--- config.mk ---
export PLATFORM = sky130hd
export DESIGN_NAME = note_scheduler
export DESIGN_NICKNAME = d
export VERILOG_FILES = /design/src/rtl/note_scheduler.sv
export SDC_FILE = /design/constraint.sdc
export NUM_CORES = 1
export LEC_CHECK = 0
export BUFFER_PORTS_ARGS = -buffer_cell sky130_fd_sc_hd__buf_2
export CORE_UTILIZATION = 28
export CTS_CLUSTER_SIZE = 28
export DETAILED_ROUTE_END_ITERATION = 16
export GPL_TIMING_DRIVEN = 0
export PLACE_DENSITY = 0.43
export SLEW_MARGIN = 20
export SYNTH_ARGS = -nofsm -noshare
export SYNTH_HDL_FRONTEND = slang
export SYNTH_SLANG_ARGS = --single-unit
--- constraint.sdc ---
create_clock -name clk -period 5.2 [get_ports clk]
set_input_delay 0 -clock clk [delete_from_list [all_inputs] [get_ports clk]]
set_output_delay 0 -clock clk [all_outputs]
set_load 0.02 [all_outputs]
--- src/rtl/note_scheduler.sv ---
// rtl/note_scheduler.sv - beat-driven lane-pattern sequencer with clk-domain beat enables
// Optional feature macro: NOTE_SCHED_LOOP_EN (adds loop input, wraps song instead of ending)
module note_scheduler #(
    parameter int  CLK_HZ   = 100_000_000,
    parameter int  BASE_HZ  = 1,
    parameter int  SONG_LEN = 16,
    parameter int  LANES    = 4,
    localparam int SW       = $clog2(SONG_LEN)
) (
    input  logic             clk,
    input  logic             rst,
    input  logic             start,
    input  logic             stop,
    input  logic             pause,
    input  logic [1:0]       tempo,
`ifdef NOTE_SCHED_LOOP_EN
    input  logic             loop,
`endif
    input  logic             wr_en,
    input  logic [SW-1:0]    wr_addr,
    input  logic [LANES-1:0] wr_data,
    output logic [LANES-1:0] note,
    output logic             note_strobe,
    output logic [SW-1:0]    step,
    output logic             busy,
    output logic             done,
    output logic [1:0]       state
);

    localparam int PER0 = CLK_HZ / BASE_HZ;
    localparam int PER1 = CLK_HZ / (BASE_HZ * 2);
    localparam int PER2 = CLK_HZ / (BASE_HZ * 4);
    localparam int PER3 = CLK_HZ / (BASE_HZ * 8);
    localparam int CW   = (PER0 > 2) ? $clog2(PER0) : 1;

    localparam logic [CW-1:0] PM1_0     = CW'(PER0 - 1);
    localparam logic [CW-1:0] PM1_1     = CW'(PER1 - 1);
    localparam logic [CW-1:0] PM1_2     = CW'(PER2 - 1);
    localparam logic [CW-1:0] PM1_3     = CW'(PER3 - 1);
    localparam logic [SW-1:0] LAST_STEP = SW'(SONG_LEN - 1);

    generate
        if (PER3 < 2) begin : g_bad_period
            $error("note_scheduler: fastest beat period must be at least 2 clocks");
        end
    endgenerate

    typedef enum logic [1:0] {
        S_IDLE  = 2'd0,
        S_RUN   = 2'd1,
        S_PAUSE = 2'd2,
        S_DONE  = 2'd3
    } state_t;

    state_t           state_q;
    logic [CW-1:0]    cnt_q;
    logic [SW-1:0]    step_q;
    logic [LANES-1:0] note_q;
    logic             strobe_q;
    logic             done_q;
    logic [1:0]       tempo_q;
    logic [CW-1:0]    per_m1;
    logic             busy_w;
    logic             loop_w;
    logic [LANES-1:0] pat_q [SONG_LEN];

`ifdef NOTE_SCHED_LOOP_EN
    assign loop_w = loop;
`else
    assign loop_w = 1'b0;
`endif

    assign busy_w = (state_q == S_RUN) || (state_q == S_PAUSE);

    always_comb begin
        per_m1 = PM1_0;
        case (tempo_q)
            2'd1:    per_m1 = PM1_1;
            2'd2:    per_m1 = PM1_2;
            2'd3:    per_m1 = PM1_3;
            default: per_m1 = PM1_0;
        endcase
    end

    // Pattern RAM survives reset; writes are locked out while a song plays.
    always_ff @(posedge clk) begin
        if (wr_en && !busy_w) begin
            pat_q[wr_addr] <= wr_data;
        end
    end

    always_ff @(posedge clk) begin
        if (rst) begin
            state_q  <= S_IDLE;
            cnt_q    <= '0;
            step_q   <= '0;
            note_q   <= '0;
            strobe_q <= 1'b0;
            done_q   <= 1'b0;
            tempo_q  <= 2'd0;
        end else begin
            strobe_q <= 1'b0;
            done_q   <= 1'b0;
            if (stop) begin
                state_q <= S_IDLE;
                cnt_q   <= '0;
                step_q  <= '0;
                note_q  <= '0;
            end else if (start && !busy_w) begin
                state_q  <= S_RUN;
                cnt_q    <= '0;
                step_q   <= '0;
                note_q   <= pat_q[0];
                strobe_q <= 1'b1;
                tempo_q  <= tempo;
            end else if (busy_w) begin
                // The resume edge counts like a running edge, so a beat stretches by exactly the paused cycles.
                if (pause) begin
                    state_q <= S_PAUSE;
                end else begin
                    state_q <= S_RUN;
                    if (cnt_q == per_m1) begin
                        cnt_q <= '0;
                        if (step_q != LAST_STEP) begin
                            step_q   <= step_q + SW'(1);
                            note_q   <= pat_q[step_q + SW'(1)];
                            strobe_q <= 1'b1;
                            tempo_q  <= tempo;
                        end else if (loop_w) begin
                            step_q   <= '0;
                            note_q   <= pat_q[0];
                            strobe_q <= 1'b1;
                            tempo_q  <= tempo;
                        end else begin
                            state_q <= S_DONE;
                            done_q  <= 1'b1;
                            note_q  <= '0;
                        end
                    end else begin
                        cnt_q <= cnt_q + CW'(1);
                    end
                end
            end
        end
    end

    assign note        = note_q;
    assign note_strobe = strobe_q;
    assign step        = step_q;
    assign busy        = busy_w;
    assign done        = done_q;
    assign state       = state_q;

endmodule

### Yosys cells after proc, flatten, opt, wreduce, memory -nomap -nowiden

Memory sizes are Yosys's and may differ from the RTL's.
Cells that the tools add are included.

* register bits: 41
* bits in writable memories: 64
* bits of input ports: 16
* output and inout bits: 13
* word-level logic and storage cells: 62
* memories: 1

Memories
* pat_q: words 16, width 4, read ports 2, clocked after Yosys merged registers in 0, write ports 1, RTL line 65 `logic [LANES-1:0] pat_q [SONG_LEN];`

* $add $sub $neg: 2
* equality and inequality tests: 8
* muxes and demuxes: 25
* bitwise logic cells: 4
* reductions and logical operators: 14

Operators by type and width (count)
* one-hot mux 27 bit (3 select lines): 1
* adder 27 x 1 -> 27 bit (second input constant): 1
* equality test 27 bit: 1
* 2-to-1 mux 27 bit: 1
* 2-to-1 mux 4 bit: 5
* 2-to-1 mux 2 bit: 8
* 2-to-1 mux 1 bit: 10
* equality test 2 bit (second input constant): 3
* nonzero test 2 bit: 3
* OR reduction 6 bit: 1
* AND reduction 5 bit: 1
* adder 4 x 1 -> 4 bit (second input constant): 1
* equality test 2 x 1 -> 1 bit (second input constant): 2
* inequality test 4 bit (second input constant): 1
* inverter 1 bit: 4
* AND reduction 4 bit: 1
* AND reduction 3 bit: 1
* OR reduction 3 bit: 1
* logical AND 1 bit: 2
* inequality test 2 x 1 -> 1 bit (second input constant): 1
* AND reduction 2 bit: 1
* OR reduction 2 bit: 1
* zero test 1 bit: 1
* logical OR 1 bit: 1

### Longest topological paths before layout

Gate-level depths: netlist (run 1).

* word-level depth: 7
* depth in mapped cells: 9
* mapped depth without buffers: 7

### Worst setup path after synthesis (run 1)

No wires, ideal clock.

* path type: reg-to-reg
* from: register step_q[1] (netlist: step[1])
* to: register note_q[3] (netlist: note[3])
* library setup time: 122 ps
* arrival: 2326 ps
* required time: 5078 ps
* slack: 2752 ps
* stages on the path, launching flop included: 9
* buffers on the path: 1
* clock period less this slack: 2448 ps
* cells stage by stage: dfxtp_1 > ha_1 > clkbuf_1 > mux4_2 > mux2_2 > nand2_1 > o21ai_0 > and4_2 > a221o_1

* word-level cells in the longest chain between the ends: 7
* elaborated cells on any way between the ends: 8
* those cells by class: add/sub: 1; eq/ne: 1; mux: 5; memory: 1

Ends and longest elaborated chain
* from (decl): RTL line 57 `logic [SW-1:0] step_q;`
* from (signal assigned): RTL line 125 `step_q <= step_q + SW'(1);`
* adder 4 x 1 -> 4 bit: RTL line 126 `note_q <= pat_q[step_q + SW'(1)];`
* memory (16 x 4 bit)
* 2-to-1 mux 4 bit *: RTL line 124 `if (step_q != LAST_STEP) begin`
* 2-to-1 mux 4 bit *: RTL line 122 `if (cnt_q == per_m1) begin`
* 2-to-1 mux 4 bit *: RTL line 118 `if (pause) begin`
* 2-to-1 mux 4 bit *: RTL line 116 `end else if (busy_w) begin`
* 2-to-1 mux 4 bit *: RTL line 109 `end else if (start && !busy_w) begin`
* to (signal assigned): RTL line 113 `note_q <= pat_q[0];`
* to (signal assigned): RTL line 126
* to (signal assigned): RTL line 131 `note_q <= pat_q[0];`
* to (decl): RTL line 58 `logic [LANES-1:0] note_q;`

Every way passes the cells marked *; elsewhere a longest branch is shown, timed or not. The select of a mux whose other input is x is not followed.
A chain may end at the register's enable or synchronous reset.

### Final worst setup path (run 1)

* from: register step_q[1] (netlist: step[1])
* to: register note_q[2] (netlist: note[2])

The elaborated chain is that of the path after synthesis.

==> results.md, run 1 <==
* Area Growth Syn to Fin at 16.42%
* Pwr Density at roughly 310 nW/um2
* Unrepaired setup endpoints after global routing: no
* Dpl hpwl at ~7700 um
* Register area share after synthesis at roughly 58%
* Area of the core region at about 17000 um2
* Path length in cells of the critical path at 7
* CP endpoint kind: flop
* Synth Net Count at approximately 400
* Worst setup path category: reg2reg
* Number of enable flip-flop cells after synthesis at between 60 and 70
* DRT Pass-1 Iters at 4
* GPL Wtd Cong at around 0.75
* Number of clock buffers inserted by TritonCTS at 9
* Total of cells resized after clock tree synthesis at 0
* Outcome: finished, final reports clean
* Via count of the first global-routing pass at 3029
* Leakage power total at roughly 1.8 nW
* Mean number of vias per cell at ~4.7
* Unique cell type count in the Yosys netlist at 60
* Count of H-tree levels built during CTS at 3
* Biggest area consumer among synthesized cells: sky130_fd_sc_hd__edfxtp_1
* Clock power frac at a little over two fifths
* Synthesized netlist cell count at around 380
* Leading cell types in the layout, fill and taps excluded: 64 x sky130_fd_sc_hd__edfxtp_1, 62 x sky130_fd_sc_hd__nor2_1, 41 x sky130_fd_sc_hd__dfxtp_1, 35 x sky130_fd_sc_hd__buf_2, 21 x sky130_fd_sc_hd__nand2_1
* Area share of xor/xnor cells in the synthesized design at under 10%
* Worst hold path stage count at 3
* Crit path cell chain: ha_1 -> clkbuf_1 -> mux4_2 -> a211oi_1 -> a21oi_1 -> and4_2 -> a221o_1
* Maximum number of buffers from clock root to sink at 2
* Number of setup violations in the final report at 0
* Clock transition at the register clock pins on the worst setup and hold paths after CTS at roughly 0.07 ns
* Top-level I/O count at 29
* Worst setup SP type: flop
* Adder-cell share of the synthesized area at less than 1%
* Synthesized area divided by synthesized cell count at 12.54 um2
* Overall track demand over capacity in global routing at roughly an eighth
* Dominant combinational cell family by area after synthesis: simple AND/OR/NAND/NOR gates
* Pin count of the biggest net entering global routing at 19
* Average wire length per cell after detail routing at approximately 16 um
* Netlist area before placement at 4738 um2
* Biggest area contributors in the synthesized netlist: sky130_fd_sc_hd__edfxtp_1 41%, sky130_fd_sc_hd__dfxtp_1 17%, sky130_fd_sc_hd__mux4_2 7.6%, sky130_fd_sc_hd__nor2_1 4.9%, sky130_fd_sc_hd__xnor2_1 3.0%
* Clock latency at the later pin of the worst-skew pair at 0.35 ns
* Antenna diode count at 0
* Drt initial violations at 182
* Detailed-route DRC error count at 0
* # rows at 47
* Synth Register Bits at roughly 110
* Number of fillers in the final layout at between 1500 and 2000
* Cell-internal power at about 1.3 mW
* Routed Antenna Nets at 0
* CP bufs+invs at 1
* Maximum clock rate at roughly 0.34 GHz
* TritonCTS clock tree: done
* Complex-gate fraction of the synthesized area at around 5.7%
* Max-slew headroom at the worst pin at a little over two fifths
* Multiplexer area fraction after synthesis at 9.321%
* Die extent in y at roughly 130 um
* Critical-path top delay cell: sky130_fd_sc_hd__clkbuf_1
* First-pass GRT wire length at between 15000 and 20000 um
* Synthesized-area fraction occupied by and/or/nand/nor cells at between 10% and 20%
* Share of async-settable or async-resettable flops after synthesis at 0%
* Die Footprint at about 17000 um2
* Kind of cell adding the most delay to the critical path: compound AO/OA/AOI/OAI gates
* Count of cells along the worst register-to-register path at 7
* Worst hold path type: in2reg
* Final wirelength at between 10000 and 15000 um
* Logic pwr share at roughly 3.5%
* Clock tree skew after final layout at ~0.013 ns
* Buffers on Ports at 28
* Max-cap viol count at 0
* DIE WIDTH at roughly 130 um
* Arrival time at the worst endpoint at between 3 and 4 ns
* Proportion of netlist area held by the largest area contributor at between 40% and 50%
* Final period utilization at between 50% and 60%
* Register share of total power at between 50% and 60%
* CTS root buffer: sky130_fd_sc_hd__clkbuf_16
* Worst slew pin tran at 0.8459 ns
* Required time of the critical path at between 5 and 6 ns
* Total power of the final layout at between 1.5 and 2 mW
* Switch Pwr at approximately 0.35 mW
* Number of antenna violations at the first check in global routing at 0
* Synthesis Warnings at 0
* Most common cell after layout, fill and taps aside: sky130_fd_sc_hd__edfxtp_1
* Min Clock Period, post-route at around 3 ns
* Final number of max-transition violations at 0
* Final-stage net count at between 400 and 500
* Remaining global-route overflow at 0
* Max incr delay on CP at 0.67 ns
* Switching power as a share of total power at 20.73%
* Critical path fanouts, max at 10
* Number of hold violations in the final report at 0
* Share of post-route cells with drive strength above 1 at between 20% and 30%
* Effective utilization at floorplan at 28.67%
* Prevailing post-synth register cell: sky130_fd_sc_hd__edfxtp_1
* Vias at 3000
* Summed negative setup slack over all endpoints at 0 ns
* Number of clock sinks at about 110
* IR Drop Worst-Case VDD at 0.0001923 V
worst reg2reg max path, stage by stage, from the launching register on:
cell and delay [ns]:
sky130_fd_sc_hd__dfxtp_1 0.36, sky130_fd_sc_hd__ha_1 0.40, sky130_fd_sc_hd__clkbuf_1 0.67, sky130_fd_sc_hd__mux4_2 0.44, sky130_fd_sc_hd__a211oi_1 0.34, sky130_fd_sc_hd__a21oi_1 0.10, sky130_fd_sc_hd__and4_2 0.28, sky130_fd_sc_hd__a221o_1 0.25
routing by layer:
metal  global-route usage, %  part of all wire, %  vias up
li1                        -                    -     1489
met1                   17.02                   49     1462
met2                   21.05                   47       41
met3                   2.884                  2.7        8
met4                   4.070                  1.3        0
met5                       0                    0        -
power by group through the flow:
stage	Sequential, mW	Combinational [mW]	Clock, mW
5_1_grt	0.893	0.0663	0.784
3_5_place_dp	0.912	0.0584	0
4_1_cts	0.893	0.0608	0.753
2_1_floorplan	0.913	0.0276	0
3_3_place_gp	0.912	0.0578	0
6_report	0.893	0.0594	0.734
path summary, 6_finish.rpt:
check | from | end | slack, ns
hold reg to reg | note[0] | note[0] | 0.49
setup reg to reg | step[1] | note[2] | 2.25
setup / recovery | step[1] | note[2] | 2.25
hold / removal | start | note_strobe | 0.02
flip-flops by register name, summed over array words and instances (netlist names):
signal       count
note             4
pat_q           64
state            2
note_strobe      1
done             1
cnt_q           27
step             4
tempo_q          2
Yosys cell counts, types with 2 or more instances:
cell type	count
sky130_fd_sc_hd__edfxtp_1	64
sky130_fd_sc_hd__nor2_1	62
sky130_fd_sc_hd__dfxtp_1	41
sky130_fd_sc_hd__nand2_1	21
sky130_fd_sc_hd__mux4_2	16
sky130_fd_sc_hd__xnor2_1	16
sky130_fd_sc_hd__xor2_1	13
sky130_fd_sc_hd__nand4_1	12
sky130_fd_sc_hd__nor3_1	11
sky130_fd_sc_hd__inv_1	9
sky130_fd_sc_hd__nand3_1	8
sky130_fd_sc_hd__a21oi_1	7
sky130_fd_sc_hd__buf_2	7
sky130_fd_sc_hd__mux2i_1	7
sky130_fd_sc_hd__o21ai_0	6
sky130_fd_sc_hd__nor2b_1	5
sky130_fd_sc_hd__a221o_1	4
sky130_fd_sc_hd__and4_2	4
sky130_fd_sc_hd__buf_6	4
sky130_fd_sc_hd__nand2b_1	4
sky130_fd_sc_hd__a211oi_1	3
sky130_fd_sc_hd__a31oi_1	3
sky130_fd_sc_hd__and3_1	3
sky130_fd_sc_hd__and4b_1	3
sky130_fd_sc_hd__buf_4	3
sky130_fd_sc_hd__nor4_2	3
sky130_fd_sc_hd__a311oi_1	2
sky130_fd_sc_hd__a41oi_1	2
sky130_fd_sc_hd__clkbuf_1	2
sky130_fd_sc_hd__ha_1	2
sky130_fd_sc_hd__or2_2	2
layout make-up:
cell class / count / area, um2 / area share, %
clock inverters: 6 / 97.59 / 1.769
clock buffers: 9 / 225.2 / 4.083
repair buffers: 32 / 180.2 / 3.266
well taps: 220 / 275.3 / 4.990
multi-input cells: 247 / 1847 / 33.48
inverters: 9 / 33.78 / 0.6124
plain buffers: 17 / 115.1 / 2.087
flip-flops and latches: 105 / 2743 / 49.72
cells by family after synthesis:
family,count (synthesis)
xor gates and xnor gates,30
buffers and inverters,26
muxes,24
AOI/OAI and AO/OA,35
adders and majority gates,3
and+or+nand+nor,155
DFF,105
through the flow:
step	setup WS (ns)	hold WS (ns)	std cells	utilization [%]	cell area, um2
floorplan	2.752	0.07238	378	-	4738
global placement	2.151	0.2444	626	31.19	5154
detailed placement	2.181	0.2431	626	31.19	5154
CTS	2.173	0.01885	645	33.38	5517
global route	2.095	0.03145	645	33.38	5517
finish	2.250	0.02163	645	33.38	5517
timing repair:
action	in CTS	in global routing
hold buffers	4	0
buffers inserted	0	0
hold endpoints to repair	3	0
No activity file was read; power rests on OpenSTA's default activity.
==> inputs of run 2 (changes only) <==
==> constraint.sdc (replaced) <==
create_clock -name clk -period 3 [get_ports clk]
set_input_delay 0 -clock clk [delete_from_list [all_inputs] [get_ports clk]]
set_output_delay 0 -clock clk [all_outputs]
set_load 0.02 [all_outputs]
==> results.md, run 2 (synthesis gave the netlist of run 1 again) <==
* Placed inst area at roughly 5200 um2
* Outcome: finished, final reports clean
* End of the worst hold path: note_strobe
* First-pass GRT wire length at approximately 17000 um
* Clock power frac at between 40% and 50%
* Area of the core region at approximately 17000 um2
* Pwr Density at around 530 nW/um2
* CP endpoint kind: flop
* Maximum clock rate at about 0.38 GHz
* Summed negative setup slack over all endpoints at 0 ns
* Via count of the first global-routing pass at about 3000
* Worst-case register-to-register setup slack at around 0.36 ns
* Buffers on Ports at 28
* Worst hold path type: in2reg
* Count of cells along the worst register-to-register path at 8
* Register share of total power at 53.0%
* Switch Pwr at between 0.6 and 0.7 mW
* DRT Pass-1 Iters at 4
* Mean number of vias per cell at 4.668
* Dpl hpwl at 7664 um
* Critical path fanouts, max at 10
* Count of H-tree levels built during CTS at 3
* Drt initial violations at approximately 180
* Min Clock Period, post-route at roughly 2.6 ns
* Number of hold violations in the final report at 0
* Vias at approximately 3000
* Detailed-route DRC error count at 0
* Worst setup SP type: flop
* IR Drop Worst-Case VDD at 0.0003327 V
* Max-slew headroom at the worst pin at about half
* Antenna diode count at 0
* Total setup buffers inserted after CTS at 0
* Unrepaired setup endpoints after global routing: no
* Average wire length per cell after detail routing at ~16 um
* Worst hold slack at around 0.021 ns
* Remaining global-route overflow at 0
* CTS root buffer: sky130_fd_sc_hd__clkbuf_16
* Final-stage net count at 439
* Number of setup violations in the final report at 0
* Clock latency at the later pin of the worst-skew pair at roughly 0.35 ns
* DIE WIDTH at ~130 um
* Register bank with the most flops: pat_q
* Required time of the critical path at 3.24 ns
* Area Growth Syn to Fin at 16.61%
* Routed Antenna Nets at 0
* Clock tree skew after final layout at 0.01309 ns
* Overall track demand over capacity in global routing at about an eighth
* Worst hold path stage count at 3
* GPL Wtd Cong at 0.7502
* Worst setup path category: reg2reg
* Worst slew pin tran at between 0.7 and 0.8 ns
* Top routing layer in use: met4
* Leading cell types in the layout, fill and taps excluded: 64 x sky130_fd_sc_hd__edfxtp_1, 62 x sky130_fd_sc_hd__nor2_1, 41 x sky130_fd_sc_hd__dfxtp_1, 35 x sky130_fd_sc_hd__buf_2, 21 x sky130_fd_sc_hd__nand2_1
* Share of post-route cells with drive strength above 1 at between 20% and 30%
* Leakage power total at roughly 1.8 nW
* R2R Path Start: step[1]
* Post-Layout Inst Area at between 5000 and 6000 um2
* Most common cell after layout, fill and taps aside: sky130_fd_sc_hd__edfxtp_1
* Clock transition at the register clock pins on the worst setup and hold paths after CTS at 0.07 ns
* Pin count of the biggest net entering global routing at 19
* Total power of the final layout at 2.922 mW
* Top-level I/O count at 29
* Worst R2R End: note[3]
* TritonCTS clock tree: done
* Final period utilization at between 80% and 90%
* Met2 wire length at 4988 um
* Largest regs: pat_q x64, cnt_q x27
* Logic pwr share at 3.5%
* Number of clock sinks at between 100 and 150
* # rows at 47
* Final wirelength at 10500 um
* Number of fillers in the final layout at about 1600
* Arrival time at the worst endpoint at 2.88 ns
* Flip-flop count of the largest register after layout at 64
* Die extent in y at roughly 130 um
* Launch point of the worst hold path: start
* Crit path launch: step[1]
* Final number of max-transition violations at 0
* Max-cap viol count at 0
* Die Footprint at 17450 um2
* Metal1 wirelength at just over 5000 um
* Cell-internal power at roughly 2.3 mW
* Number of clock buffers inserted by TritonCTS at 9
* Switching power as a share of total power at between 20 and 25%
* Number of antenna violations at the first check in global routing at 0
* Maximum number of buffers from clock root to sink at 2
* Effective utilization at floorplan at approximately 29%
* Wire length on met3 at between 200 and 300 um
-- run 2: changes by cell type in the layout (fill, tap and decap cells not counted) --
cell                       change
sky130_fd_sc_hd__clkbuf_1      -1
sky130_fd_sc_hd__xor2_1        -1
sky130_fd_sc_hd__xor2_2        +1
sky130_fd_sc_hd__clkbuf_2      +1
-- run 2: area by class of cell --
cell class | count | area [um2] | area share [%]
clock inverters | 6 | 97.59 | 1.766
inverters | 9 | 33.78 | 0.6114
multi-input cells | 247 | 1854 | 33.56
clock buffers | 9 | 225.2 | 4.076
well taps | 220 | 275.3 | 4.982
flip-flops and latches | 105 | 2743 | 49.64
plain buffers | 17 | 116.4 | 2.106
repair buffers | 32 | 180.2 | 3.261
-- run 2: worst max-delay path by stage --
stage	to	slack, ns
after CTS	note[3]	0.07
after global routing	note[3]	0.18
final	note[3]	0.36
after floorplan	note[3]	0.55
after global placement	note[1]	-0.05
after detailed placement	note[1]	-0.02
-- run 2: power by group through the flow --
stage	sequential [mW]	combinational (mW)	clock, mW
global placement	1.58	0.100	0
finish	1.55	0.103	1.27
CTS	1.55	0.105	1.30
floorplan	1.58	0.0478	0
global route	1.55	0.115	1.36
detailed placement	1.58	0.101	0
-- run 2: through the flow --
step / worst slack (ns) / std cells / util (%)
floorplan: 0.5522 / 378 / -
global placement: -0.04930 / 626 / 31.19
detailed placement: -0.01861 / 626 / 31.19
CTS: 0.07234 / 645 / 33.39
global route: 0.1824 / 645 / 33.44
finish: 0.3580 / 645 / 33.44
-- run 2: layer usage --
layer  GRT usage (%)  up-vias
li1                -     1488
met1           17.02     1478
met2           21.05       37
met3           2.884        8
met4           4.070        0
met5               0        -
-- run 2: repair_timing --
item,in CTS,in global routing
pin swaps,0,0
gates resized for setup,1,1
hold endpoints to repair,3,0
gates cloned,0,0
endpoints found under the setup margin,1,1
hold buffers,4,0
-- run 2: worst max-delay path, cell delays in order, from the launching register on --
cell	delay, ns
sky130_fd_sc_hd__dfxtp_1	0.42
sky130_fd_sc_hd__ha_1	0.32
sky130_fd_sc_hd__xor2_2	0.37
sky130_fd_sc_hd__buf_4	0.26
sky130_fd_sc_hd__mux4_2	0.32
sky130_fd_sc_hd__mux2i_1	0.21
sky130_fd_sc_hd__o21ai_0	0.11
sky130_fd_sc_hd__and4_2	0.27
sky130_fd_sc_hd__a221o_1	0.25
==> inputs of run 3 (changes only) <==
--- a/config.mk
+++ b/config.mk
@@ -6,12 +6,15 @@
 export NUM_CORES = 1
 export LEC_CHECK = 0
 export BUFFER_PORTS_ARGS = -buffer_cell sky130_fd_sc_hd__buf_2
+export CELL_PAD_IN_SITES_DETAIL_PLACEMENT = 0
+export CELL_PAD_IN_SITES_GLOBAL_PLACEMENT = 2
 export CORE_UTILIZATION = 28
 export CTS_CLUSTER_SIZE = 28
 export DETAILED_ROUTE_END_ITERATION = 16
 export GPL_TIMING_DRIVEN = 0
-export PLACE_DENSITY = 0.43
+export PLACE_DENSITY = 0.56
 export SLEW_MARGIN = 20
 export SYNTH_ARGS = -nofsm -noshare
 export SYNTH_HDL_FRONTEND = slang
 export SYNTH_SLANG_ARGS = --single-unit
+export TNS_END_PERCENT = 30
==> results.md, run 3 (synthesis gave the netlist of run 1 again) <==
* Outcome: finished, final reports clean
* IR Drop Worst-Case VDD at 0.0003447 V
* Number of clock sinks at between 100 and 150
* R2R Path Start: step[1]
* Switch Pwr at about 0.63 mW
* Die Footprint at between 15000 and 20000 um2
* Antenna diode count at 0
* Total placed cells including tap cells at between 600 and 700
* Drt initial violations at around 110
* CP endpoint kind: flop
* Worst hold path type: in2reg
* Count of cells along the worst register-to-register path at 8
* Critical path fanouts, max at 10
* Number of antenna violations at the first check in global routing at 0
* Worst slew pin tran at 0.8315 ns
* Leading cell types in the layout, fill and taps excluded: 64 x sky130_fd_sc_hd__edfxtp_1, 62 x sky130_fd_sc_hd__nor2_1, 41 x sky130_fd_sc_hd__dfxtp_1, 35 x sky130_fd_sc_hd__buf_2, 21 x sky130_fd_sc_hd__nand2_1
* Number of hold violations in the final report at 0
* Register share of total power at between 50% and 60%
* DIE WIDTH at about 130 um
* Clock power frac at between 40 and 50%
* Maximum clock rate at between 0.3 and 0.4 GHz
* Worst setup path category: reg2reg
* Path length in cells of the critical path at 8
* DRT Pass-1 Iters at 4
* Flip-flop count of the largest register after layout at 64
* Min Clock Period, post-route at roughly 2.8 ns
* GPL Wtd Cong at approximately 0.76
* Worst hold slack at approximately 0.019 ns
* Clock transition at the register clock pins on the worst setup and hold paths after CTS at approximately 0.070 ns
* Detailed-route DRC error count at 0
* Max-slew headroom at the worst pin at between 40% and 50%
* Crit path cell chain: ha_1 -> xor2_2 -> buf_4 -> mux4_2 -> mux2i_1 -> o21ai_0 -> and4_2 -> a221o_1
* Most common cell after layout, fill and taps aside: sky130_fd_sc_hd__edfxtp_1
* CTS root buffer: sky130_fd_sc_hd__clkbuf_16
* Top-level I/O count at 29
* Crit path launch: step[1]
* Leakage power total at 1.741 nW
* Number of fillers in the final layout at 1663
* Required time of the critical path at 3.24 ns
* Area of the core region at 16520 um2
* Cell-internal power at ~2.2 mW
* Register bank with the most flops: pat_q
* Maximum number of buffers from clock root to sink at 2
* Vias at 2996
* Clock tree skew after final layout at ~0.0044 ns
* Worst R2R End: note[3]
* Count of H-tree levels built during CTS at 3
* Pin count of the biggest net entering global routing at 19
* Final wirelength at 11000 um
* Unrepaired setup endpoints after global routing: no
* Kind of cell adding the most delay to the critical path: multiplexers
* Via count of the first global-routing pass at between 3000 and 4000
* Routed Antenna Nets at 0
* Pwr Density at a little over 500 nW/um2
* Number of setup violations in the final report at 0
* Final number of max-transition violations at 0
* Largest regs: pat_q x64, cnt_q x27
* Logic pwr share at roughly 3.7%
* Final period utilization at between 90 and 100%
* Area Growth Syn to Fin at 15.61%
* Number of clock buffers inserted by TritonCTS at 9
* Dpl hpwl at around 8000 um
* Arrival time at the worst endpoint at approximately 3.0 ns
* CP bufs+invs at 1
* Worst setup SP type: flop
* Max-cap viol count at 0
* Buffers on Ports at 28
* Average wire length per cell after detail routing at roughly 17 um
* Max incr delay on CP at about 0.44 ns
* Final-stage net count at about 440
* Worst-case register-to-register setup slack at 0.21 ns
* Mean number of vias per cell at around 4.6
* First-pass GRT wire length at 17860 um
* Die extent in y at between 100 and 150 um
* Overall track demand over capacity in global routing at ~14%
* Effective utilization at floorplan at 28.67%
* Critical-path top delay cell: sky130_fd_sc_hd__dfxtp_1
* Remaining global-route overflow at 0
* Clock latency at the later pin of the worst-skew pair at ~0.35 ns
* Share of post-route cells with drive strength above 1 at between 20% and 30%
* # rows at 47
* TritonCTS clock tree: done
* Capture point of the critical path: note[3]
* Count of placed standard cells in the final layout, fillers left out at 645
* Switching power as a share of total power at around 23%
-- run 3: cell types whose count changed in the layout (fill, tap and decap cells not counted) --
cell / before / now
sky130_fd_sc_hd__bufinv_16: 2 / 0
sky130_fd_sc_hd__inv_6: 2 / 4
sky130_fd_sc_hd__clkbuf_1: 1 / 2
sky130_fd_sc_hd__clkinv_4: 1 / 0
-- run 3: worst min path at each step --
stage,from,end,slack [ns],cells after the start
floorplan,rst,tempo_q[0],0.07,1
global placement,rst,state[0],0.26,2
detailed placement,rst,state[0],0.26,2
CTS,wr_data[2],pat_q[2][2],0.03,1
global route,wr_data[2],pat_q[2][2],0.04,1
finish,start,note_strobe,0.02,3
-- run 3: layout make-up --
cell class / instances / area [um2] / share of cell area, %
tap: 220 / 275.3 / 5.025
multi-input combinational: 247 / 1854 / 33.85
buffer: 17 / 116.4 / 2.124
inverter: 9 / 33.78 / 0.6167
sequential: 105 / 2743 / 50.07
clock buffer: 10 / 229.0 / 4.180
timing repair buffer: 32 / 180.2 / 3.289
clock inverter: 5 / 46.29 / 0.8451
-- run 3: layer usage --
layer  wire length (um)  track usage [%]  vias to the layer above
met5                  0                0                        -
met4                165            4.457                        0
met3                357            3.306                        9
met2               5714            23.93                       38
met1               4762            16.33                     1466
li1                   -                -                     1483
-- run 3: timing repair --
action                                  CTS  global route
gates resized for setup                   1             2
endpoints found under the hold margin     3             0
hold buffers                              4             0
buffers inserted                          0             0
pin swaps                                 0             0
endpoints found under the setup margin    1             1
-- run 3: power groups by stage --
stage / Clock, mW / Combinational (mW) / Sequential (mW)
finish: 1.13 / 0.103 / 1.55
global route: 1.23 / 0.114 / 1.55
CTS: 1.18 / 0.106 / 1.55
detailed placement: 0 / 0.101 / 1.58
global placement: 0 / 0.100 / 1.58
floorplan: 0 / 0.0478 / 1.58
-- run 3: per-stage QoR --
| step | TNS (ns) | util, % | setup WS [ns] | power (mW) | cell area, um2 |
|---|---|---|---|---|---|
| after detailed placement | -0.02604 | 31.19 | -0.02604 | 1.682 | 5154 |
| after CTS | 0 | 33.14 | 0.09369 | 2.833 | 5477 |
| after global placement | -0.06688 | 31.19 | -0.06688 | 1.680 | 5154 |
| final | 0 | 33.15 | 0.2100 | 2.784 | 5478 |
| after global routing | 0 | 33.15 | 0.08528 | 2.891 | 5478 |
| after floorplan | 0 | - | 0.5522 | 1.630 | 4738 |
-- run 3: tightest hold or removal path: cells and delay by family --
kind | cells | cell delay, ns
buffers and inverters | 1 | 0.10
AND/OR/NAND/NOR | 1 | 0.11
AO/OA/AOI/OAI | 1 | 0.11
